[config.mk]
export PLATFORM = sky130hd
export DESIGN_NAME = ascon_ctrl_fsm
export DESIGN_NICKNAME = d
export VERILOG_FILES = /design/src/rtl/ascon_ctrl_fsm.sv
export SDC_FILE = /design/constraint.sdc
export NUM_CORES = 1
export LEC_CHECK = 0
export CORE_MARGIN = 8
export CORE_UTILIZATION = 43
export CTS_CLUSTER_SIZE = 30
export DETAILED_ROUTE_END_ITERATION = 8
export DONT_BUFFER_PORTS = 1
export PLACE_DENSITY = 0.69
export SETUP_SLACK_MARGIN = 0.3
export SYNTH_ARGS = -nofsm -noshare
export SYNTH_HDL_FRONTEND = slang
export SYNTH_SLANG_ARGS = --single-unit
[constraint.sdc]
create_clock -name clock_i -period 2.37 [get_ports clock_i]
set_clock_uncertainty 0.2 [all_clocks]
set_input_delay 0.237 -clock clock_i [delete_from_list [all_inputs] [get_ports clock_i]]
set_output_delay 0.237 -clock clock_i [all_outputs]
set_load 0.01 [all_outputs]
[src/rtl/ascon_ctrl_fsm.sv]
`default_nettype none
// ============================================================================
// Module   : ascon_ctrl_fsm
// Purpose  : Sequencing controller for an ASCON-128 encryption datapath.
//            Walks initialisation, associated-data, plaintext and
//            finalisation phases, runs one permutation round per clock,
//            drives the round index and every datapath enable, and
//            handshakes input blocks with the host.
// Ports    : clock_i, reset_i (sync, active-high)
//            start_i            - start a message (sampled in IDLE only)
//            data_valid_i       - host presents the current AD/PT block
//            data_ready_o       - block accepted this cycle when valid
//            init_sel_o         - load IV||K||N into the state register
//            ena_state_o        - state register write enable
//            round_o[3:0]       - round constant index 0..11
//            ena_xor_up_o       - XOR data block into state word 0
//            ena_xor_key_lsb_o  - XOR 0..0||K after init permutation
//            ena_xor_dom_o      - domain-separation XOR after last AD block
//            ena_xor_key_msb_o  - XOR K into words 1,2 before finalisation
//            ena_xor_key_tag_o  - XOR K into words 3,4 after finalisation
//            cipher_valid_o     - ciphertext block valid
//            tag_valid_o        - tag valid (DONE)
//            blk_cnt_o[3:0]     - block index within the current phase
//            busy_o             - high outside IDLE
//            done_o             - one-cycle end-of-message pulse
// Options  : ASCON_DECRYPT_EN adds decrypt_i (latched at start) and
//            ena_replace_o (overwrite state word 0 with ciphertext input).
// Revision : 1.0 - initial release
// ============================================================================
module ascon_ctrl_fsm #(
    parameter int NB_AD = 1,   // AD blocks per message, 1..15
    parameter int NB_PT = 4    // PT blocks per message, 1..15
) (
    input  logic       clock_i,
    input  logic       reset_i,
    input  logic       start_i,
`ifdef ASCON_DECRYPT_EN
    input  logic       decrypt_i,
    output logic       ena_replace_o,
`endif
    input  logic       data_valid_i,
    output logic       data_ready_o,
    output logic       init_sel_o,
    output logic       ena_state_o,
    output logic [3:0] round_o,
    output logic       ena_xor_up_o,
    output logic       ena_xor_key_lsb_o,
    output logic       ena_xor_dom_o,
    output logic       ena_xor_key_msb_o,
    output logic       ena_xor_key_tag_o,
    output logic       cipher_valid_o,
    output logic       tag_valid_o,
    output logic [3:0] blk_cnt_o,
    output logic       busy_o,
    output logic       done_o
);

    localparam logic [3:0] LAST_ROUND = 4'd11;
    localparam logic [3:0] PB_FIRST   = 4'd6;   // p^6 starts at round index 6
    localparam logic [3:0] LAST_AD    = 4'(NB_AD - 1);
    localparam logic [3:0] LAST_PT    = 4'(NB_PT - 1);

    typedef enum logic [2:0] {
        S_IDLE    = 3'd0,
        S_INIT    = 3'd1,
        S_WAIT_AD = 3'd2,
        S_AD_PERM = 3'd3,
        S_WAIT_PT = 3'd4,
        S_PT_PERM = 3'd5,
        S_FINAL   = 3'd6,
        S_DONE    = 3'd7
    } state_t;

    state_t     state_q, state_d;
    logic [3:0] round_q, round_d;
    logic [3:0] blk_cnt_q, blk_cnt_d;
    logic       w_last_round;
    logic       w_accept;

    assign w_last_round = (round_q == LAST_ROUND);
    assign w_accept     = data_valid_i &&
                          ((state_q == S_WAIT_AD) || (state_q == S_WAIT_PT));

    // Next-state, round and block counter.  The round index holds its value
    // in the WAIT states so that a stalled host sees it frozen.
    always_comb begin
        state_d   = state_q;
        round_d   = round_q;
        blk_cnt_d = blk_cnt_q;
        case (state_q)
            S_IDLE: begin
                if (start_i) begin
                    state_d   = S_INIT;
                    round_d   = 4'd0;
                    blk_cnt_d = 4'd0;
                end
            end
            S_INIT: begin
                if (w_last_round) begin
                    state_d   = S_WAIT_AD;
                    blk_cnt_d = 4'd0;
                end else begin
                    round_d = round_q + 4'd1;
                end
            end
            S_WAIT_AD: begin
                if (data_valid_i) begin
                    state_d = S_AD_PERM;
                    round_d = PB_FIRST;
                end
            end
            S_AD_PERM: begin
                if (w_last_round) begin
                    if (blk_cnt_q == LAST_AD) begin
                        state_d   = S_WAIT_PT;
                        blk_cnt_d = 4'd0;
                    end else begin
                        state_d   = S_WAIT_AD;
                        blk_cnt_d = blk_cnt_q + 4'd1;
                    end
                end else begin
                    round_d = round_q + 4'd1;
                end
            end
            S_WAIT_PT: begin
                if (data_valid_i) begin
                    if (blk_cnt_q < LAST_PT) begin
                        state_d = S_PT_PERM;
                        round_d = PB_FIRST;
                    end else begin
                        state_d = S_FINAL;
                        round_d = 4'd0;
                    end
                end
            end
            S_PT_PERM: begin
                if (w_last_round) begin
                    state_d   = S_WAIT_PT;
                    blk_cnt_d = blk_cnt_q + 4'd1;
                end else begin
                    round_d = round_q + 4'd1;
                end
            end
            S_FINAL: begin
                if (w_last_round) begin
                    state_d = S_DONE;
                end else begin
                    round_d = round_q + 4'd1;
                end
            end
            S_DONE: begin
                state_d   = S_IDLE;
                round_d   = 4'd0;
                blk_cnt_d = 4'd0;
            end
            default: begin
                state_d   = S_IDLE;
                round_d   = 4'd0;
                blk_cnt_d = 4'd0;
            end
        endcase
    end

    always_ff @(posedge clock_i) begin
        if (reset_i) begin
            state_q   <= S_IDLE;
            round_q   <= 4'd0;
            blk_cnt_q <= 4'd0;
        end else begin
            state_q   <= state_d;
            round_q   <= round_d;
            blk_cnt_q <= blk_cnt_d;
        end
    end

`ifdef ASCON_DECRYPT_EN
    logic decrypt_q;

    always_ff @(posedge clock_i) begin
        if (reset_i) begin
            decrypt_q <= 1'b0;
        end else if ((state_q == S_IDLE) && start_i) begin
            decrypt_q <= decrypt_i;
        end
    end

    // In decrypt mode the ciphertext replaces word 0 rather than being XORed.
    assign ena_replace_o = decrypt_q && w_accept && (state_q == S_WAIT_PT);
`endif

    // Datapath enables decoded from state, round and the host handshake.
    always_comb begin
        init_sel_o        = 1'b0;
        ena_state_o       = 1'b0;
        ena_xor_up_o      = 1'b0;
        ena_xor_key_lsb_o = 1'b0;
        ena_xor_dom_o     = 1'b0;
        ena_xor_key_msb_o = 1'b0;
        ena_xor_key_tag_o = 1'b0;
        cipher_valid_o    = 1'b0;
        case (state_q)
            S_IDLE: begin
                init_sel_o  = start_i;
                ena_state_o = start_i;
            end
            S_INIT: begin
                ena_state_o       = 1'b1;
                ena_xor_key_lsb_o = w_last_round;
            end
            S_WAIT_AD: begin
                ena_state_o  = w_accept;
                ena_xor_up_o = w_accept;
            end
            S_AD_PERM: begin
                ena_state_o   = 1'b1;
                ena_xor_dom_o = w_last_round && (blk_cnt_q == LAST_AD);
            end
            S_WAIT_PT: begin
                ena_state_o       = w_accept;
                ena_xor_up_o      = w_accept;
                cipher_valid_o    = w_accept;
                ena_xor_key_msb_o = w_accept && (blk_cnt_q >= LAST_PT);
            end
            S_PT_PERM: begin
                ena_state_o = 1'b1;
            end
            S_FINAL: begin
                ena_state_o       = 1'b1;
                ena_xor_key_tag_o = w_last_round;
            end
            default: begin
                ena_state_o = 1'b0;
            end
        endcase
    end

    assign data_ready_o = (state_q == S_WAIT_AD) || (state_q == S_WAIT_PT);
    assign round_o      = round_q;
    assign blk_cnt_o    = blk_cnt_q;
    assign tag_valid_o  = (state_q == S_DONE);
    assign done_o       = (state_q == S_DONE);
    assign busy_o       = (state_q != S_IDLE);

endmodule
`default_nettype wire

**Word level (Yosys, flattened, before mapping)**

Index checks and enable logic that the tools add are counted.

- Bits in registers: 11
- Input bits: 4

- Add/sub/neg operators: 2
- $lt $le $gt $ge: 2
- Equality and inequality tests: 16
- Muxes and demuxes: 29
- Reductions and logical operators: 13

Operator list:

| cell | count |
|---|---|
| 4-bit case mux with 5 select lines | 2 |
| 4-bit two-way mux | 8 |
| 3-bit two-way mux | 9 |
| 3-bit case mux with 8 select lines | 1 |
| 2-bit != test, second input constant | 8 |
| 3-bit equality test, second input constant | 4 |
| 4-bit by 1-bit adder with 4-bit output, second input constant | 2 |
| 1-bit two-way mux | 7 |
| 7-bit AND reduction | 1 |
| 3-bit by 2-bit equality test with 1-bit output, second input constant | 2 |
| 5-bit AND reduction | 1 |
| 5-bit nonzero test | 1 |
| 4-bit equality test, second input constant | 1 |
| 4-bit by 2-bit greater-or-equal comparator with 1-bit output, second input constant | 1 |
| 4-bit logical NOT | 1 |
| 4-bit by 2-bit < comparator with 1-bit output, second input constant | 1 |
| 4-bit AND reduction | 1 |
| 4-bit OR reduction | 1 |
| 3-bit by 1-bit equality test with 1-bit output, second input constant | 1 |
| 1-bit logical AND | 3 |
| 3-bit logical NOT | 1 |
| 1-bit case mux with 3 select lines | 1 |
| 3-bit nonzero test | 1 |
| 2-bit two-way mux | 1 |
| 2 further kinds | 2 |

**Logic depth before layout (Yosys ltp)**

Gate-level depths: netlist of the first run.

- Depth in word-level cells: 5
- Gate-level depth with buffers: 6
- Mapped depth without buffers: 6

**Worst setup path before layout of the first run**

No wires, ideal clock.

- Path type: reg2reg
- From: register blk_cnt_q[0] (netlist: blk_cnt_o[0])
- To: register state_q[2]
- Data arrival time: 1.528 ns
- Required time: 2.100 ns
- Path slack: 0.572 ns
- Cell stages (with the launch flop): 7
- Path buffers: 0
- Clock period less this slack: 1.798 ns
- Cells stage by stage: dfxtp_1 > inv_1 > ha_1 > nor3b_1 > nand3_1 > or4_1 > a21oi_1

- Longest elaborated chain between the ends: 4

RTL lines:

| element | line | RTL |
|---|---|---|
| start: declaration | 76 | `logic [3:0] blk_cnt_q, blk_cnt_d;` |
| start signal: assignment | 172 | `blk_cnt_q <= blk_cnt_d;` |
| 4-bit logical NOT | 114 | `if (blk_cnt_q == LAST_AD) begin` |
| 3-bit two-way mux | 114 |  |
| 3-bit two-way mux | 113 | `if (w_last_round) begin` |
| 3-bit case mux with 8 select lines | 90 | `case (state_q)` |
| end signal: assignment | 170 | `state_q <= state_d;` |
| end: declaration | 74 | `state_t state_q, state_d;` |

Every way passes these cells. The select of a mux whose other input is x is not followed.
A chain may end at the register's enable or synchronous reset.

**Final worst setup path of the first run**

- From: register state_q[0]
- To: register state_q[2]

- Longest elaborated chain between the ends: 3
- Elaborated cells between the ends (all ways): 17
- Those cells by class: eq/ne: 14; mux: 1; reduce/logical: 2

RTL lines:

| element | line |
|---|---|
| 3-bit by 1-bit equality test with 1-bit output (tied with other cells) | 90 |
| 2-bit != test (no source line) | n/a |
| 7-bit AND reduction (no source line) | n/a |

Several ways; a longest one is shown, not always the timed one.

==> results of run 1 <==
[through the flow]
stage,util,hold WS [ps],instances,setup WS [ps],cell area (um2)
6_report,0.467,267,138,419,898
4_1_cts,0.456,249,138,260,876
3_3_place_gp,0.434,110,133,493,833
5_1_grt,0.467,283,138,292,898
2_1_floorplan,-,220,111,572,851
3_5_place_dp,0.434,111,133,453,833
[layout by cell type, fill, tap and decap left out, drive strengths merged]
cell,instances
buf,3
nor2,10
a31oi,3
mux2i,1
ha,3
nand3,10
o21ai,3
xnor2,1
nor2b,1
nor4,1
and2,1
a22oi,1
o31ai,3
nor4b,3
dfxtp,11
or3,1
or4,1
nand4b,1
nor3,3
nand2,12
a211o,2
clkbuf,4
and3,2
a21bo,1
a211oi,2
nand3b,5
inv,6
a21o,2
a21oi,8
o32ai,2
nor3b,1
a311oi,1
and3b,1
dlygate4sd3,1
[state kept, by name (all words and copies together) (netlist names)]
| register | cells |
|---|---|
| blk_cnt_o | 4 |
| round_o | 4 |
| state_q | 3 |
[layout make-up]
cell class / instances / area [um2] / share of cell area
Multi-Input combinational cell: 86 / 562 / 0.625
Tap cell: 27 / 33.8 / 0.0376
Sequential cell: 11 / 221 / 0.247
Inverter: 6 / 22.5 / 0.0251
Timing Repair Buffer: 4 / 32.5 / 0.0362
Clock buffer: 4 / 26.3 / 0.0292
[power breakdown]
part	leakage, nW	internal (mW)	switching (mW)
Sequential	0.0897	0.223	0.0721
Clock	0.0150	0.0651	0.0636
Combinational	0.215	0.159	0.252
Total	0.320	0.447	0.387
[kinds of logic after synthesis]
family / count (synthesis) / synth area share
buffers and inverters: 14 / 0.113
muxes: 1 / 0.0118
and+or+nand+nor: 53 / 0.340
xor gates and xnor gates: 1 / 0.0103
adders and majority gates: 3 / 0.0441
AOI/OAI and AO/OA: 28 / 0.222
DFF: 11 / 0.259
[path summary, 6_finish.rpt]
check	start	to	depth (start not counted)
setup reg to reg	state_q[0]	state_q[2]	5
setup / recovery	state_q[0]	state_q[2]	5
hold / removal	data_valid_i	round_o[3]	4
hold reg to reg	round_o[0]	round_o[0]	1
[worst reg2reg max path, delay by kind of cell, from the launching register on]
kind	cells	cell delay [ps]
compound gates	3	690
flops	1	510
buf+inv	1	260
simple gates	1	170
[layer usage]
metal,GRT usage,vias to the layer above,part of all wire
li1,-,405,-
met1,0.149,360,0.45
met2,0.163,29,0.44
met3,0.0572,2,0.10
met4,0.0598,0,0.0059
met5,0,-,0
[what timing repair did]
item / 4_1_cts / 5_1_grt
resized for setup: 1 / 5
hold buffers: 1 / 0
setup endpoints to repair: 2 / 4
hold endpoints to repair: 11 / 0
==> metrics.txt, run 1 <==
Post-synth EDFFs=0; Fin. Hold Viols=0; flop-to-flop setup slack=~420 ps; GRT Util Overall=0.119; Worst-path clk slew=70 ps; initial antenna violation count=0; FMAX=513 MHz; total negative slack=0 ps; Antenna Cells=0; status=finished, final reports clean; relative slew slack=0.611; placed wire-length estimate=approximately 1500 um; Yosys top cell area share=0.259; P per Cell Area=~930 mW/mm2; commonest register cell after synthesis=dfxtp_1; initial cell density of the core=0.443; H-tree depth=1; # port buffers=0; I/O pin count=24; CP Launch Type=flop; final setup fails=0; DR vias=between 700 and 800; first-pass GRT wire length=3260 um; Bufs and invs on worst path=1; DR WL/cell=roughly 15 um; CP Max Fanout=15; Avg Inst Size Synth=around 7.7 um2; CTS buffer count=3; clk buf depth=2; core area=0.00192 mm2; CP delay by family, top=compound AO/OA/AOI/OAI gates; area grow syn2layout=5.59%; final net count=119; vias in the first global route=roughly 710; gr ovfl total=0; GP Congestion=~0.77; DRT iter0 DRCs=25; critical path type=flop to flop; Crit path largest cell delay=roughly 510 ps; Sink Count=11; worst-path cell chain=buf_4 > a21bo_2 > a21oi_1 > or4_1 > a21oi_1; vias per cell=slightly below 6; First-pass DRT Iterations=4; WP data required=2300 ps; Rows=16; synth cell count leaders=12 x nand2_1, 11 x dfxtp_1, 10 x nand3_1, 10 x nor2_1, 8 x a21oi_1; area leader, netlist=dfxtp_1; Synth cell types=39; Slew @ Worst Pin=just under 600 ps; cell count after synthesis=approximately 110; Async SR Flop Fraction=0; Total Wirelength=between 2000 and 2500 um; crit path DAT=about 1900 ps; Final Critical Period=between 1500 and 2000 ps; final period utilization=0.823; Synth Register Bits=11; total power draw=around 0.83 mW; Slew Viols, Final=0; Critical Path End Type=flop; CTS tree=yes; Post-route DRC=0; Post-CTS Setup Bufs=0; Detail Route Antenna Nets=0; Max Cap Viol=0; Syn Std Cell Area=851 um2; Area contributors post-synth=dfxtp_1 26%, nand3_1 5.9%, nand2_1 5.3%; full die area=between 0.003 and 0.004 mm2; worst min path class=primary input to flop; Die Y-Extent=around 60 um; synthesized net count=118; crit-path most repeated cell=a21oi_1; most numerous cell in the Yosys netlist=nand2_1; Fillers=211; share of cells above drive strength 1=0.135; Die Wd=around 60 um; maximum vdd drop=around 0.51 mV; Leakage=between 0.3 and 0.4 nW; unrepaired setup endpoints after global routing=no; register area share after synthesis=0.259; clk_lat worst skew=270 ps; Syn. warnings=0; Slowest-stage cell, CP=dfxtp_1; CTS root buffer=clkbuf_4; largest net degree at the start of global routing=17
No activity file was read; power rests on OpenSTA's default activity.
==> run 2, diff against run 1 <==
--- a/config.mk
+++ b/config.mk
@@ -5,12 +5,13 @@
 export SDC_FILE = /design/constraint.sdc
 export NUM_CORES = 1
 export LEC_CHECK = 0
+export ABC_AREA = 1
 export CORE_MARGIN = 8
 export CORE_UTILIZATION = 43
 export CTS_CLUSTER_SIZE = 30
 export DETAILED_ROUTE_END_ITERATION = 8
 export DONT_BUFFER_PORTS = 1
-export PLACE_DENSITY = 0.69
+export PLACE_DENSITY = 0.71
 export SETUP_SLACK_MARGIN = 0.3
 export SYNTH_ARGS = -nofsm -noshare
 export SYNTH_HDL_FRONTEND = slang
==> constraint.sdc (replaced) <==
create_clock -name clock_i -period 1.7 [get_ports clock_i]
set_clock_uncertainty 0.2 [all_clocks]
set_input_delay 0.17 -clock clock_i [delete_from_list [all_inputs] [get_ports clock_i]]
set_output_delay 0.17 -clock clock_i [all_outputs]
set_load 0.01 [all_outputs]
==> run 2 against run 1 <==
  * Combinational power increased to 3.0 times the previous value
  * Total power is 130% higher
  * Synthesized cell count increased by 29%
  * Register-to-register slack got worse by 370 ps
  * Utilization increased by 21 points
  * Largest power group unchanged
  * Sequential share of layout area down 6.2 points
  * Largest cell class unchanged
  * Area after synthesis grew 7.8%
  * The run now ends with setup timing left
  * Flip-flop and latch count is the same
==> metrics.txt, run 2 <==
fin util=0.680; maximum vdd drop=0.767 mV; part of the power in registers=0.243; Fin. Hold Viols=0; switching part of the total=0.491; clk_lat worst skew=roughly 270 ps; commonest register cell after synthesis=dfxtp_1; Post-synth EDFFs=0; Slew @ Worst Pin=about 470 ps; Slew Viols, Final=0; largest net degree at the start of global routing=11; DR WL/cell=14.2 um; worst min path class=primary input to flop; vias per cell=5.15; cell count after synthesis=between 100 and 150; Sink Count=11; crit path DAT=approximately 1400 ps; Syn. warnings=0; placed wire-length estimate=around 1800 um; R2R cell count=8; gr ovfl total=0; most numerous cell in the Yosys netlist=nand2_1; Leakage=around 0.6 nW; register area share after synthesis=0.240; synthesized net count=150; area leader, netlist=dfxtp_1; first-pass GRT wire length=4590 um; critical path type=flop to primary output; worst slack, placed=104 ps; WP data required=1330 ps; DR vias=approximately 1000; vias in the first global route=around 1000; CP Max Fanout=4; Async SR Flop Fraction=0; GRT Util Overall=0.141; most common cell after layout, fill and taps aside=nand2_1; Synth Register Bits=11; failing checks=setup timing; Seq. cell area=~250 um2; share of cells above drive strength 1=0.500; Final WS setup=-40.5 ps; final setup fails=2; area grow syn2layout=46.9%; power share of the combinational group=0.658; worst setup path startpoint=state_q[0]; Clock Power Share=0.099; Die Wd=approximately 62 um; Worst-path clk slew=roughly 70 ps; Post-route DRC=0; Avg Inst Size Synth=6.41 um2; Multi-input gate area=a little over 700 um2; final period utilization=1.02; initial antenna violation count=0; H-tree depth=1; Fillers=between 150 and 200; full die area=about 0.0039 mm2; r2r endpoint=round_o[3]; Area contributors post-synth=dfxtp_1 24%, nand2_1 14%, nand3_1 9.8%; relative slew slack=0.684; Antenna Cells=0; I/O pin count=24; # port buffers=0; P per Cell Area=1410 mW/mm2; synth cell count leaders=34 x nand2_1, 21 x inv_1, 18 x nand3_1, 15 x nor2_1, 11 x dfxtp_1; Int Pwr=between 0.9 and 1 mW; core area=0.00198 mm2; GP Congestion=just under 0.9; Detail Route Antenna Nets=0; Yosys top cell area share=0.240; Max Cap Viol=0; flop-to-flop setup slack=roughly 50 ps; unrepaired setup endpoints after global routing=yes; DRT iter0 DRCs=29; initial cell density of the core=0.463; Total Wirelength=2810 um; CTS tree=yes; Die Y-Extent=62.2 um; final net count=approximately 180; Rows=16; Critical Path End Type=primary output; Synth cell types=25; Crit Reg-Reg Startpoint=state_q[0]; clk buf depth=2; status=finished, violations left; CTS buffer count=3; CP Launch Type=flop; CTS root buffer=clkbuf_4; Sw Pwr=0.937 mW; First-pass DRT Iterations=4; CP endpoint=ena_state_o; FMAX=between 500 and 600 MHz; Final Critical Period=roughly 1700 ps; Syn Std Cell Area=~920 um2; most frequent cells in the layout=30 x nand2_1, 24 x buf_4, 15 x inv_1
==> run 2: changes by cell type in the layout (fill, tap and decap cells not counted), moves of 7 or more <==
cell	previous run	this run
dfxtp_4	0	7
inv_1	6	15
dfxtp_1	10	2
nand2_1	12	30
buf_4	3	24
==> run 2: worst max-delay path, cell delays in order (launching register included) <==
cell,delay (ps)
dfxtp_4,380
buf_12,120
nor2_4,40
nand2_4,110
nor2_4,60
or3_4,380
==> run 2: repair_timing <==
item                       in CTS  in global routing
buffers inserted               18                  4
hold endpoints to repair       11                  0
pin swaps                      14                  5
gates resized for setup        38                  6
hold buffers                    1                  0
setup endpoints to repair      23                 23
==> run 2: final cells by class <==
type | instances | area share
Multi-Input combinational cell | 106 | 0.536
Tap cell | 27 | 0.0251
Clock buffer | 4 | 0.0195
Timing Repair Buffer | 28 | 0.173
Inverter | 21 | 0.0622
Sequential cell | 11 | 0.185
==> run 2: cell families after synthesis <==
kind of cell,share of synthesized area
compound gates,0.0900
simple gates,0.479
fa+ha+maj,0.0409
buf+inv,0.131
flops,0.240
xor+xnor,0.0191
==> run 2: power groups by stage <==
stage	Clock (mW)	Sequential, mW	Combinational, mW
2_1_floorplan	0	0.392	0.784
3_3_place_gp	0	0.458	0.803
3_5_place_dp	0	0.460	0.821
4_1_cts	0.191	0.453	1.15
5_1_grt	0.205	0.475	1.38
6_report	0.189	0.463	1.25
==> run 2: stage by stage <==
step	TNS (ps)	total power, mW	hold WS, ps	instances	area (um2)
2_1_floorplan	0	1.18	272	143	963
3_3_place_gp	0	1.26	27.1	170	990
3_5_place_dp	0	1.28	27.4	170	990
4_1_cts	-65.9	1.79	178	193	1290
5_1_grt	-609	2.06	241	197	1350
6_report	-68.2	1.91	198	197	1350
==> run 2: metal layers <==
| metal | track usage | vias up | routed length [um] |
|---|---|---|---|
| li1 | - | 515 | - |
| met1 | 0.137 | 454 | 1100 |
| met2 | 0.255 | 40 | 1440 |
| met3 | 0.0573 | 6 | 229 |
| met4 | 0.0641 | 0 | 38 |
| met5 | 0 | - | 0 |
==> run 2: worst min path at each step <==
stage / from / end / slack (ps) / cells after the start
3_3_place_gp: reset_i / state_q[0] / 30 / 1
3_5_place_dp: reset_i / state_q[0] / 30 / 1
6_report: start_i / blk_cnt_o[0] / 200 / 5
2_1_floorplan: start_i / init_sel_o / 270 / 2
4_1_cts: start_i / blk_cnt_o[0] / 180 / 5
5_1_grt: start_i / blk_cnt_o[0] / 240 / 5
==> run 3, diff against run 2 <==
--- a/config.mk
+++ b/config.mk
@@ -11,7 +11,8 @@
 export CTS_CLUSTER_SIZE = 30
 export DETAILED_ROUTE_END_ITERATION = 8
 export DONT_BUFFER_PORTS = 1
-export PLACE_DENSITY = 0.71
+export GPL_ROUTABILITY_DRIVEN = 0
+export PLACE_DENSITY = 0.69
 export SETUP_SLACK_MARGIN = 0.3
 export SYNTH_ARGS = -nofsm -noshare
 export SYNTH_HDL_FRONTEND = slang
==> constraint.sdc (replaced) <==
create_clock -name clock_i -period 2.1 [get_ports clock_i]
set_clock_uncertainty 0.2 [all_clocks]
set_input_delay 0.21 -clock clock_i [delete_from_list [all_inputs] [get_ports clock_i]]
set_output_delay 0.21 -clock clock_i [all_outputs]
set_load 0.01 [all_outputs]
==> run 3 against run 2 <==
  * The flow now finishes without violations
  * Global-route usage is 2.7 points lower
  * Register-to-register slack better by 470 ps
  * First-iteration DRC count is 31% lower
  * Sequential power is 25% lower
  * Hold slack better by 11 ps
  * Sequential share of layout area is 3.2 points higher
  * Total power is 33% lower
  * Clock-buffer cell count stayed put
  * Critical path depth is 1 higher
  * Routed wire length is 18% lower
  * Setup slack better by 340 ps
  * Combinational power is 38% lower
==> metrics.txt, run 3 (synthesis gave the netlist of run 2 again) <==
status=finished, final reports clean; Antenna Cells=0; total power draw=1.27 mW; worst min path class=primary input to flop; initial cell density of the core=0.463; Post-route DRC=0; Slew Viols, Final=0; first-pass GRT wire length=about 3700 um; total negative slack=0 ps; CTS root buffer=clkbuf_4; Leakage=0.501 nW; GRT Util Overall=0.114; DRT iter0 DRCs=20; core area=about 0.002 mm2; critical path type=flop to primary output; final net count=159; vias in the first global route=between 800 and 900; flop-to-flop setup slack=~520 ps; First-pass DRT Iterations=4; # port buffers=0; Total Wirelength=2310 um; R2R cell count=8; Die Y-Extent=between 60 and 70 um; DR WL/cell=about 13 um; FMAX=554 MHz; maximum vdd drop=0.518 mV; Detail Route Antenna Nets=0; Worst-path clk slew=approximately 70 ps; crit path DAT=about 1400 ps; area grow syn2layout=17.1%; H-tree depth=1; vias per cell=5.25; Hold Path Sink=blk_cnt_o[3]; largest net degree at the start of global routing=11; Rows=16; CTS tree=yes; gr ovfl total=0; clk buf depth=2; Slew @ Worst Pin=568 ps; r2r endpoint=state_q[1]; Die Wd=slightly above 60 um; initial antenna violation count=0; I/O pin count=24; final setup fails=0; relative slew slack=0.618; Final WS setup=~290 ps; most common cell after layout, fill and taps aside=nand2_1; CP Max Fanout=6; Final Critical Period=~1800 ps; DR vias=934; Critical Path End Type=primary output; WP data required=roughly 1700 ps; CTS buffer count=3; clk_lat worst skew=about 270 ps; unrepaired setup endpoints after global routing=yes; placed wire-length estimate=1650 um; full die area=~0.0039 mm2; most frequent cells in the layout=32 x nand2_1, 19 x inv_1, 17 x nand3_1; P per Cell Area=between 1000 and 1500 mW/mm2; final period utilization=0.860; Fin. Hold Viols=0; worst hold slack=~210 ps; share of cells above drive strength 1=0.311; Crit Reg-Reg Startpoint=round_o[0]; CP Launch Type=flop; hold-critical path depth=5; min-delay src=start_i; Max Cap Viol=0; Sink Count=11; Fillers=roughly 190; worst slack, placed=~310 ps
-- run 3: cell types whose count changed in the layout (fill, tap and decap cells not counted), moves of 3 or more --
cell	before	now
nor2_4	5	1
buf_4	24	7
inv_1	15	19
nand3_1	14	17
nor2_1	9	12
dfxtp_4	7	2
inv_2	5	1
dfxtp_1	2	5
-- run 3: how the worst max path moves through the flow --
stage               start           to  slack (ps)
2_1_floorplan  state_q[0]  ena_state_o         550
3_3_place_gp   state_q[0]  ena_state_o         340
3_5_place_dp   state_q[0]  ena_state_o         310
4_1_cts        state_q[2]  ena_state_o         230
5_1_grt        state_q[0]  ena_state_o         240
6_report       state_q[0]  ena_state_o         290
-- run 3: worst max-delay path: stages, from the launching register on --
cell and delay [ps]:
dfxtp_4 400, inv_4 50, nand2_4 60, nand2_2 60, nand2_2 80, nor2_2 60
or3_4 410
-- run 3: timing repair --
action                                 in CTS  in global routing
hold buffers                                1                  0
gates resized for setup                     9                 17
pin swaps                                   1                  3
setup endpoints to repair                   5                  5
setup buffers                               1                  3
endpoints found under the hold margin      11                  0
-- run 3: power breakdown --
group / internal [mW] / switching (mW) / total (mW)
sequential: 0.266 / 0.0799 / 0.346
clock: 0.0736 / 0.0740 / 0.148
combinational: 0.279 / 0.498 / 0.777
-- run 3: per-stage QoR --
stage,cell area [um2],cells,util
2_1_floorplan,917,143,-
3_3_place_gp,940,169,0.474
3_5_place_dp,940,169,0.474
4_1_cts,1010,175,0.511
5_1_grt,1070,178,0.542
6_report,1070,178,0.542
-- run 3: routing by layer --
metal  up-vias  routed length, um  track usage
li1        472                  -            -
met1       428               1030        0.132
met2        32               1050        0.177
met3         2                216       0.0412
met4         0                 13       0.0612
met5         -                  0            0
-- run 3: layout make-up --
type	instances	area (um2)	area share
clock buffer	4	26.3	0.0245
tap	27	33.8	0.0315
multi-input combinational	106	626	0.583
sequential	11	233	0.217
timing repair buffer	9	73.8	0.0688
inverter	21	81.3	0.0758
